--- config.mk ---
export PLATFORM = sky130hd
export DESIGN_NAME = time_keeper
export DESIGN_NICKNAME = d
export VERILOG_FILES = /design/src/rtl/time_keeper.sv
export SDC_FILE = /design/constraint.sdc
export NUM_CORES = 1
export LEC_CHECK = 0
export CAP_MARGIN = 20
export CORE_MARGIN = 2
export CORE_UTILIZATION = 54
export CTS_CLUSTER_SIZE = 8
export DETAILED_ROUTE_END_ITERATION = 10
export MAX_ROUTING_LAYER = met4
export PLACE_DENSITY_LB_ADDON = 0.3
export REMOVE_ABC_BUFFERS = 1
export SETUP_SLACK_MARGIN = 0.3
export SLEW_MARGIN = 20
export SYNTH_ARGS = -nofsm -noshare
export SYNTH_HDL_FRONTEND = slang
export SYNTH_SLANG_ARGS = --single-unit
--- constraint.sdc ---
create_clock -name clk -period 5.35 [get_ports clk]
set_clock_uncertainty 0.15 [all_clocks]
set_input_delay 1.07 -clock clk [delete_from_list [all_inputs] [get_ports clk]]
set_output_delay 1.07 -clock clk [all_outputs]
set_load 0.005 [all_outputs]
--- src/rtl/time_keeper.sv ---
// Time-of-day counter: edge-detects the 1 Hz divider output and advances a BCD
// hh:mm:ss count in 24-hour or 12-hour (AM/PM) form, with manual field setting.
module time_keeper #(
   parameter logic HOUR_MODE_12 = 1'b0
) (
   input  logic       clk,
   input  logic       rst,
   input  logic       sec,
   input  logic       set_mode,
   input  logic [1:0] set_sel,
   input  logic       inc,
   output logic [3:0] hr_t,
   output logic [3:0] hr_o,
   output logic [3:0] mn_t,
   output logic [3:0] mn_o,
   output logic [3:0] sc_t,
   output logic [3:0] sc_o,
   output logic       pm,
   output logic       tick
);

   localparam logic [7:0] HR_RST = HOUR_MODE_12 ? 8'h12 : 8'h00;

   logic       sec_d_r;
   logic       tick_r;
   logic       pm_r;
   logic [7:0] hr_r;
   logic [7:0] mn_r;
   logic [7:0] sc_r;

   logic       tick_i_s;
   logic       adv_s;
   logic [7:0] hr_step_s;
   logic       pm_step_s;
   logic [7:0] hr_s;
   logic [7:0] mn_s;
   logic [7:0] sc_s;
   logic       pm_s;

   // Two-digit BCD increment; callers handle the field limit.
   function automatic logic [7:0] bcd_inc(input logic [7:0] v);
      logic [7:0] r;
      if (v[3:0] == 4'd9) begin
         r = {v[7:4] + 4'd1, 4'd0};
      end else begin
         r = {v[7:4], v[3:0] + 4'd1};
      end
      return r;
   endfunction

   assign tick_i_s = sec & ~sec_d_r;
   assign adv_s    = tick_i_s & ~set_mode;

   // Next hour value under the selected mode's wrap rule.
   always_comb begin
      hr_step_s = bcd_inc(hr_r);
      pm_step_s = pm_r;
      if (HOUR_MODE_12) begin
         if (hr_r == 8'h12) begin
            hr_step_s = 8'h01;
         end else if (hr_r == 8'h11) begin
            hr_step_s = 8'h12;
            pm_step_s = ~pm_r;
         end else begin
            hr_step_s = bcd_inc(hr_r);
         end
      end else begin
         if (hr_r == 8'h23) begin
            hr_step_s = 8'h00;
         end else begin
            hr_step_s = bcd_inc(hr_r);
         end
      end
   end

   // Next count: full carry chain on a run tick, single-field edit on inc.
   always_comb begin
      sc_s = sc_r;
      mn_s = mn_r;
      hr_s = hr_r;
      pm_s = pm_r;
      if (adv_s) begin
         if (sc_r == 8'h59) begin
            sc_s = 8'h00;
            if (mn_r == 8'h59) begin
               mn_s = 8'h00;
               hr_s = hr_step_s;
               pm_s = pm_step_s;
            end else begin
               mn_s = bcd_inc(mn_r);
            end
         end else begin
            sc_s = bcd_inc(sc_r);
         end
      end else if (set_mode && inc) begin
         case (set_sel)
            2'd0: sc_s = 8'h00;
            2'd1: mn_s = (mn_r == 8'h59) ? 8'h00 : bcd_inc(mn_r);
            2'd2: begin
               hr_s = hr_step_s;
               pm_s = pm_step_s;
            end
            default: sc_s = sc_r;
         endcase
      end else begin
         sc_s = sc_r;
      end
   end

   // State registers; sec_d resets high so a high sec at reset release is not an edge.
   always_ff @(posedge clk) begin
      if (!rst) begin
         sec_d_r <= 1'b1;
         tick_r  <= 1'b0;
         pm_r    <= 1'b0;
         hr_r    <= HR_RST;
         mn_r    <= 8'h00;
         sc_r    <= 8'h00;
      end else begin
         sec_d_r <= sec;
         tick_r  <= adv_s;
         pm_r    <= pm_s;
         hr_r    <= hr_s;
         mn_r    <= mn_s;
         sc_r    <= sc_s;
      end
   end

   assign hr_t = hr_r[7:4];
   assign hr_o = hr_r[3:0];
   assign mn_t = mn_r[7:4];
   assign mn_o = mn_r[3:0];
   assign sc_t = sc_r[7:4];
   assign sc_o = sc_r[3:0];
   assign pm   = pm_r;
   assign tick = tick_r;

endmodule

==> reports/metrics.cfg, run 1 <==
[run_status]
status = finished, final reports clean

[grt]
grt_pass1_vias = 1368
grt_max_degree = 22
overflow = 0
antenna_found_initial = 0
grt_pass1_wl_um = 5890
grt_usage_pct = 23.4

[logic_synthesis]
synth_area_sq_um = 1510
yosys.area.top_type = dfxtp_1
yosysWarnings = 0
synth.top_cells.by_count = dfxtp_1, a21oi_1, nor2_1
synthTopCellsByArea = dfxtp_1, ha_1, a21oi_1, nor2_1, o31ai_1
async_flop_share_pct = 0
synth_ff_type = dfxtp_1
ys_types = 44
synth-seq-cells = 26
synth_top_area_share_pct = 34.5
synth-edff-count = 0
ys_seq_area_share_pct = 34.5
synth_cells = 180
syn_avg_cell_area_sq_um = 8.38
yosysMostFrequentCell = dfxtp_1

[clocking]
clock_latency_ps = 330
cts_made_buffers = 3
h-tree-depth = 1
path_clk_slew_ps = 150
ctsResizeCount = 0
cts_setup_buffers = 0
cts_tree = built
cts.sinks = 26
clock-root-buffer = clkbuf_4
ctsLongestPathBuffers = 2
ctsHoldBuffers = 0

[timing]
fmax_ghz = 0.327
period_share_pct = 57.2
finalMaxSlewViolations = 0
setup_viol = 0
max_slew.worst_pin.slew_ps = 757
finalHoldViolCount = 0
tns_ps = 0
rsz0062_at_grt = no
min_period_ps = 3060
slew-limit-headroom_pct = 49.2

[power_and_ir_drop]
power_frac_seq_pct = 60.4
p_leak_nw = 0.632
power_switching_mw = 0.0790
ir_drop_v = 0.000163
totalPowerFinal_mw = 0.326
pwr-share-clk_pct = 31.9
power_frac_comb_pct = 7.6
p_int_mw = 0.247
switching_share_pct = 24.2
power.density_nw_per_um2 = 177

[layout]
diodes = 0
instances_no_fill = 238
nNetsFinal = 227
utilization_pct = 68.1
fin_area_sq_um = 1850
syn_to_final_growth_pct = 22.5
drive_above_1_share_pct = 3.38
fill_cells = 232

[drt]
wl_met1_um = 1600
first_pass_iters = 4
routedWlPerCell_um = 15.3
wl_met3_um = 234
top_layer_used = met4
wl_um = 3640
wl_met2_um = 1740
drtAntennaViolNets = 0
drc = 0
drt_iter0_markers = 59
via_per_inst = 6.43
via_count = 1530

[critical_path]
arrival_ps = 3170
critPathRequiredTime_ps = 5450
critPathMaxFanout = 9
cp-end-kind = register
ff2ff_setup_slack_ps = 3090
crit_path_start_kind = primary input
worstSetupPathType = primary input to register

[floorplanning]
die_w_um = 56.8
coreArea_sq_um = 2710
dieArea_sq_um = 3230
fp.dieH_um = 56.8
pin_count = 33
initial_core_util_pct = 55.6
rows = 19

[placed_design]
portBuffers = 31
dp_hpwl_um = 2620
dpl_cell_area_sq_um = 1810
routabilityCongestion = 0.826
dp.cells = 234

[hold_path]
min_path_type = register to register

[run]
cap_viol_max_count = 0

[area by class of cell]
type	count	area, sq um	area share, %
timing repair buffer	31	310	16.8
clock buffer	4	36.3	1.96
tap	31	38.8	2.10
multi-input combinational	135	900	48.7
inverter	11	41.3	2.24
sequential	26	520	28.2
[power groups by stage]
| stage | Combinational, mW | Clock, mW | Sequential, mW |
|---|---|---|---|
| floorplan | 0.0118 | 0 | 0.201 |
| global placement | 0.0238 | 0 | 0.201 |
| detailed placement | 0.0244 | 0 | 0.201 |
| CTS | 0.0245 | 0.104 | 0.197 |
| global route | 0.0271 | 0.112 | 0.198 |
| finish | 0.0249 | 0.104 | 0.197 |
[cell families (layout without fill, tap and decap cells)]
kind of cell,count (synthesis),in the layout,synth area share (%)
compound gates,51,51,21.1
fa+ha+maj,12,12,9.96
buf+inv,19,46,5.81
flops,26,26,34.5
mux,1,1,0.664
other cells,1,1,0.249
simple gates,70,70,27.7
[worst paths after layout]
check,startpoint,to,depth (start not counted)
setup / recovery,set_mode,hr_r[5],5
hold / removal,sc_r[7],sc_r[7],2
setup reg to reg,mn_r[0],hr_r[5],5
hold reg to reg,sc_r[7],sc_r[7],2
[routing by layer]
layer / up-vias / track usage (%)
met5: - / -
met4: 0 / 13.6
met3: 11 / 4.84
met2: 74 / 36.2
met1: 715 / 28.1
li1: 730 / -
[cells in the final DEF, fill, tap and decap left out, drive strengths merged, types with 2 or more instances in the layout]
cell type and n:
nand2 6, or4 3, nand4 6, nand3b 5, or3 2, nand4b 5
a21oi 20, clkbuf 4, nor3 4, dfxtp 26, and3b 5, o21ai 10
o31ai 7, o41ai 2, nand3 10, nor3b 3, ha 12, clkdlybuf4s50 31
nand2b 2, inv 11, a41oi 2, nor2 14
[sequential cells by signal (all words and copies together) (netlist names)]
signal,cells
tick,1
sec_d_r,1
mn_r,8
hr_r,8
sc_r,8
[worst max-delay path, cell delays in order]
cell and delay [ps]:
clkdlybuf4s50_1 470, or3b_1 530, o31ai_1 660, nand3_1 190
o32ai_1 250
[per-stage QoR]
| stage | setup WS [ps] | hold slack [ps] |
|---|---|---|
| 2_1_floorplan | 2660 | 316 |
| 3_3_place_gp | 2080 | 324 |
| 3_5_place_dp | 1970 | 331 |
| 4_1_cts | 2280 | 364 |
| 5_1_grt | 2180 | 395 |
| 6_report | 2290 | 364 |
Note: power is estimated with default switching activity, not from simulation.
==> inputs of run 2 (changes only) <==
--- a/config.mk
+++ b/config.mk
@@ -7,7 +7,7 @@
 export LEC_CHECK = 0
 export CAP_MARGIN = 20
 export CORE_MARGIN = 2
-export CORE_UTILIZATION = 54
+export CORE_UTILIZATION = 45
 export CTS_CLUSTER_SIZE = 8
 export DETAILED_ROUTE_END_ITERATION = 10
 export MAX_ROUTING_LAYER = met4
==> constraint.sdc (replaced) <==
create_clock -name clk -period 2.7 [get_ports clk]
set_clock_uncertainty 0.15 [all_clocks]
set_input_delay 0.54 -clock clk [delete_from_list [all_inputs] [get_ports clk]]
set_output_delay 0.54 -clock clk [all_outputs]
set_load 0.005 [all_outputs]
==> run 2 against run 1 <==
Effect of this change: sequential power increased by 98%; setup slack got worse by 1900 ps; hold slack got worse by 8.6 ps; non-clock buffer count increased by 8; critical path depth increased by 2; die area increased by 19%; largest cell class unchanged.
==> reports/metrics.cfg, run 2 (synthesis gave the netlist of run 1 again) <==
[power_and_ir_drop]
power.density_nw_per_um2 = 320  ; +81%
ir_drop_v = 0.000135  ; -17%
p_leak_nw = 0.667  ; +5.4%
totalPowerFinal_mw = 0.615  ; +88%

[grt]
antenna_found_initial = 0  ; unchanged
grt_pass1_vias = 1366  ; -0.15%
overflow = 0  ; unchanged
grt_usage_pct = 21.6  ; -1.8 points
grt_max_degree = 14  ; -36%
grt_pass1_wl_um = 6110  ; +3.8%

[layout]
multi_input_area_sq_um = 912  ; +1.4%
nNetsFinal = 235  ; +3.5%
diodes = 0  ; unchanged
syn_to_final_growth_pct = 27.6
instances_no_fill = 260  ; +9.2%
top_regs = hr_r (8), mn_r (8), sc_r (8)
seqCellArea_sq_um = 520  ; unchanged
final_common_cell = clkdlybuf4s50_1
fin_area_sq_um = 1920  ; +4.2%
fill_cells = 296  ; +28%
layout_common_cells = clkdlybuf4s50_1, dfxtp_1, a21oi_1, nor2_1, ha_1
drive_above_1_share_pct = 7.48  ; +4.1 points

[hold_path]
whs_path_depth = 2  ; unchanged
min_path_type = register to register

[drt]
wl_um = 3710  ; +2.1%
via_per_inst = 5.81  ; -9.6%
first_pass_iters = 4  ; unchanged
via_count = 1511  ; -1.2%
drt_iter0_markers = 119  ; +100%
drtAntennaViolNets = 0  ; unchanged
drc = 0  ; unchanged
routedWlPerCell_um = 14.3  ; -6.6%

[timing]
rsz0062_at_grt = no
min_period_ps = 2320
max_slew.worst_pin.slew_ps = 760  ; +3.47 ps
fmax_ghz = 0.430
finalMaxSlewViolations = 0  ; unchanged
slew-limit-headroom_pct = 49.0  ; -0.23 points
tns_ps = 0  ; unchanged
period_share_pct = 86.1
whs_ps = 355  ; -8.58 ps
setup_viol = 0  ; unchanged
finalHoldViolCount = 0  ; unchanged

[clocking]
cts_tree = built
clock-root-buffer = clkbuf_4
clock_latency_ps = 320  ; about the same
cts_made_buffers = 3  ; unchanged
cts_setup_buffers = 0  ; unchanged
h-tree-depth = 1  ; unchanged
ctsHoldBuffers = 0  ; unchanged
cts.sinks = 26  ; unchanged
ctsLongestPathBuffers = 2  ; unchanged
path_clk_slew_ps = 140  ; about the same
ctsResizeCount = 0  ; unchanged

[run_status]
status = finished, final reports clean

[critical_path]
path_common_cell = buf_4
critPathMaxFanout = 8  ; -1
reg2reg_depth = 5  ; unchanged
crit_path_start_kind = primary input
arrival_ps = 2410  ; -760 ps
critPathMaxStageDelay_ps = 480  ; -180 ps
cp_slowest_cell = clkdlybuf4s50_1
critPathRequiredTime_ps = 2790  ; -2660 ps
path_cells = clkdlybuf4s50_1, or3b_1, buf_4, o31ai_2, buf_4, nand3_1, o32ai_2
worstSetupPathType = primary input to register
cp-end-kind = register

[floorplanning]
fp.dieH_um = 61.9  ; +8.9%
dieArea_sq_um = 3830  ; +19%
rows = 21  ; +2
coreArea_sq_um = 3280  ; +21%
pin_count = 33  ; unchanged
die_w_um = 61.9  ; +8.9%
initial_core_util_pct = 45.9  ; -9.7 points

[placed_design]
routabilityCongestion = 0.813  ; -1.7%
dp_hpwl_um = 2690  ; +2.6%
portBuffers = 31  ; unchanged
dpl_cell_area_sq_um = 1890  ; +4.4%
dp.cells = 257  ; +9.8%

[run]
cap_viol_max_count = 0  ; unchanged

-- run 2: path summary, 6_finish.rpt --
path / startpoint / to / slack, ps
worst max-delay path: sec / hr_r[5] / 380
worst min register to register: sc_r[7] / sc_r[7] / 360
worst min-delay path: sc_r[7] / sc_r[7] / 360
worst max register to register: mn_r[0] / hr_r[3] / 480
-- run 2: per-layer routing --
| layer | track usage [%] | wire [um] | vias to the layer above |
|---|---|---|---|
| met5 | - | 0 | - |
| met4 | 8.21 | 63 | 0 |
| met3 | 3.11 | 141 | 6 |
| met2 | 33.5 | 1720 | 52 |
| met1 | 28.5 | 1780 | 713 |
| li1 | - | - | 740 |
-- run 2: final cells by class --
| cell class | count | area share [%] |
|---|---|---|
| Tap cell | 46 | 2.99 |
| Clock buffer | 3 | 1.17 |
| Inverter | 11 | 2.15 |
| Timing Repair Buffer | 39 | 19.2 |
| Sequential cell | 26 | 27.0 |
| Multi-Input combinational cell | 135 | 47.4 |
-- run 2: stage by stage --
stage	worst slack (ps)	util [%]
floorplan	540	-
global placement	121	57.5
detailed placement	17.2	57.5
CTS	340	58.2
global route	266	58.6
finish	376	58.6
-- run 2: worst max-delay path, delay by kind of cell --
family / cells / cell delay, ps
buffers and inverters: 3 / 840
AND/OR/NAND/NOR: 2 / 520
AO/OA/AOI/OAI: 2 / 510
-- run 2: power by group --
group          switching, mW  internal [mW]
Clock                  0.115         0.0523
Combinational         0.0302         0.0262
Sequential           0.00410          0.387
Total                  0.149          0.466
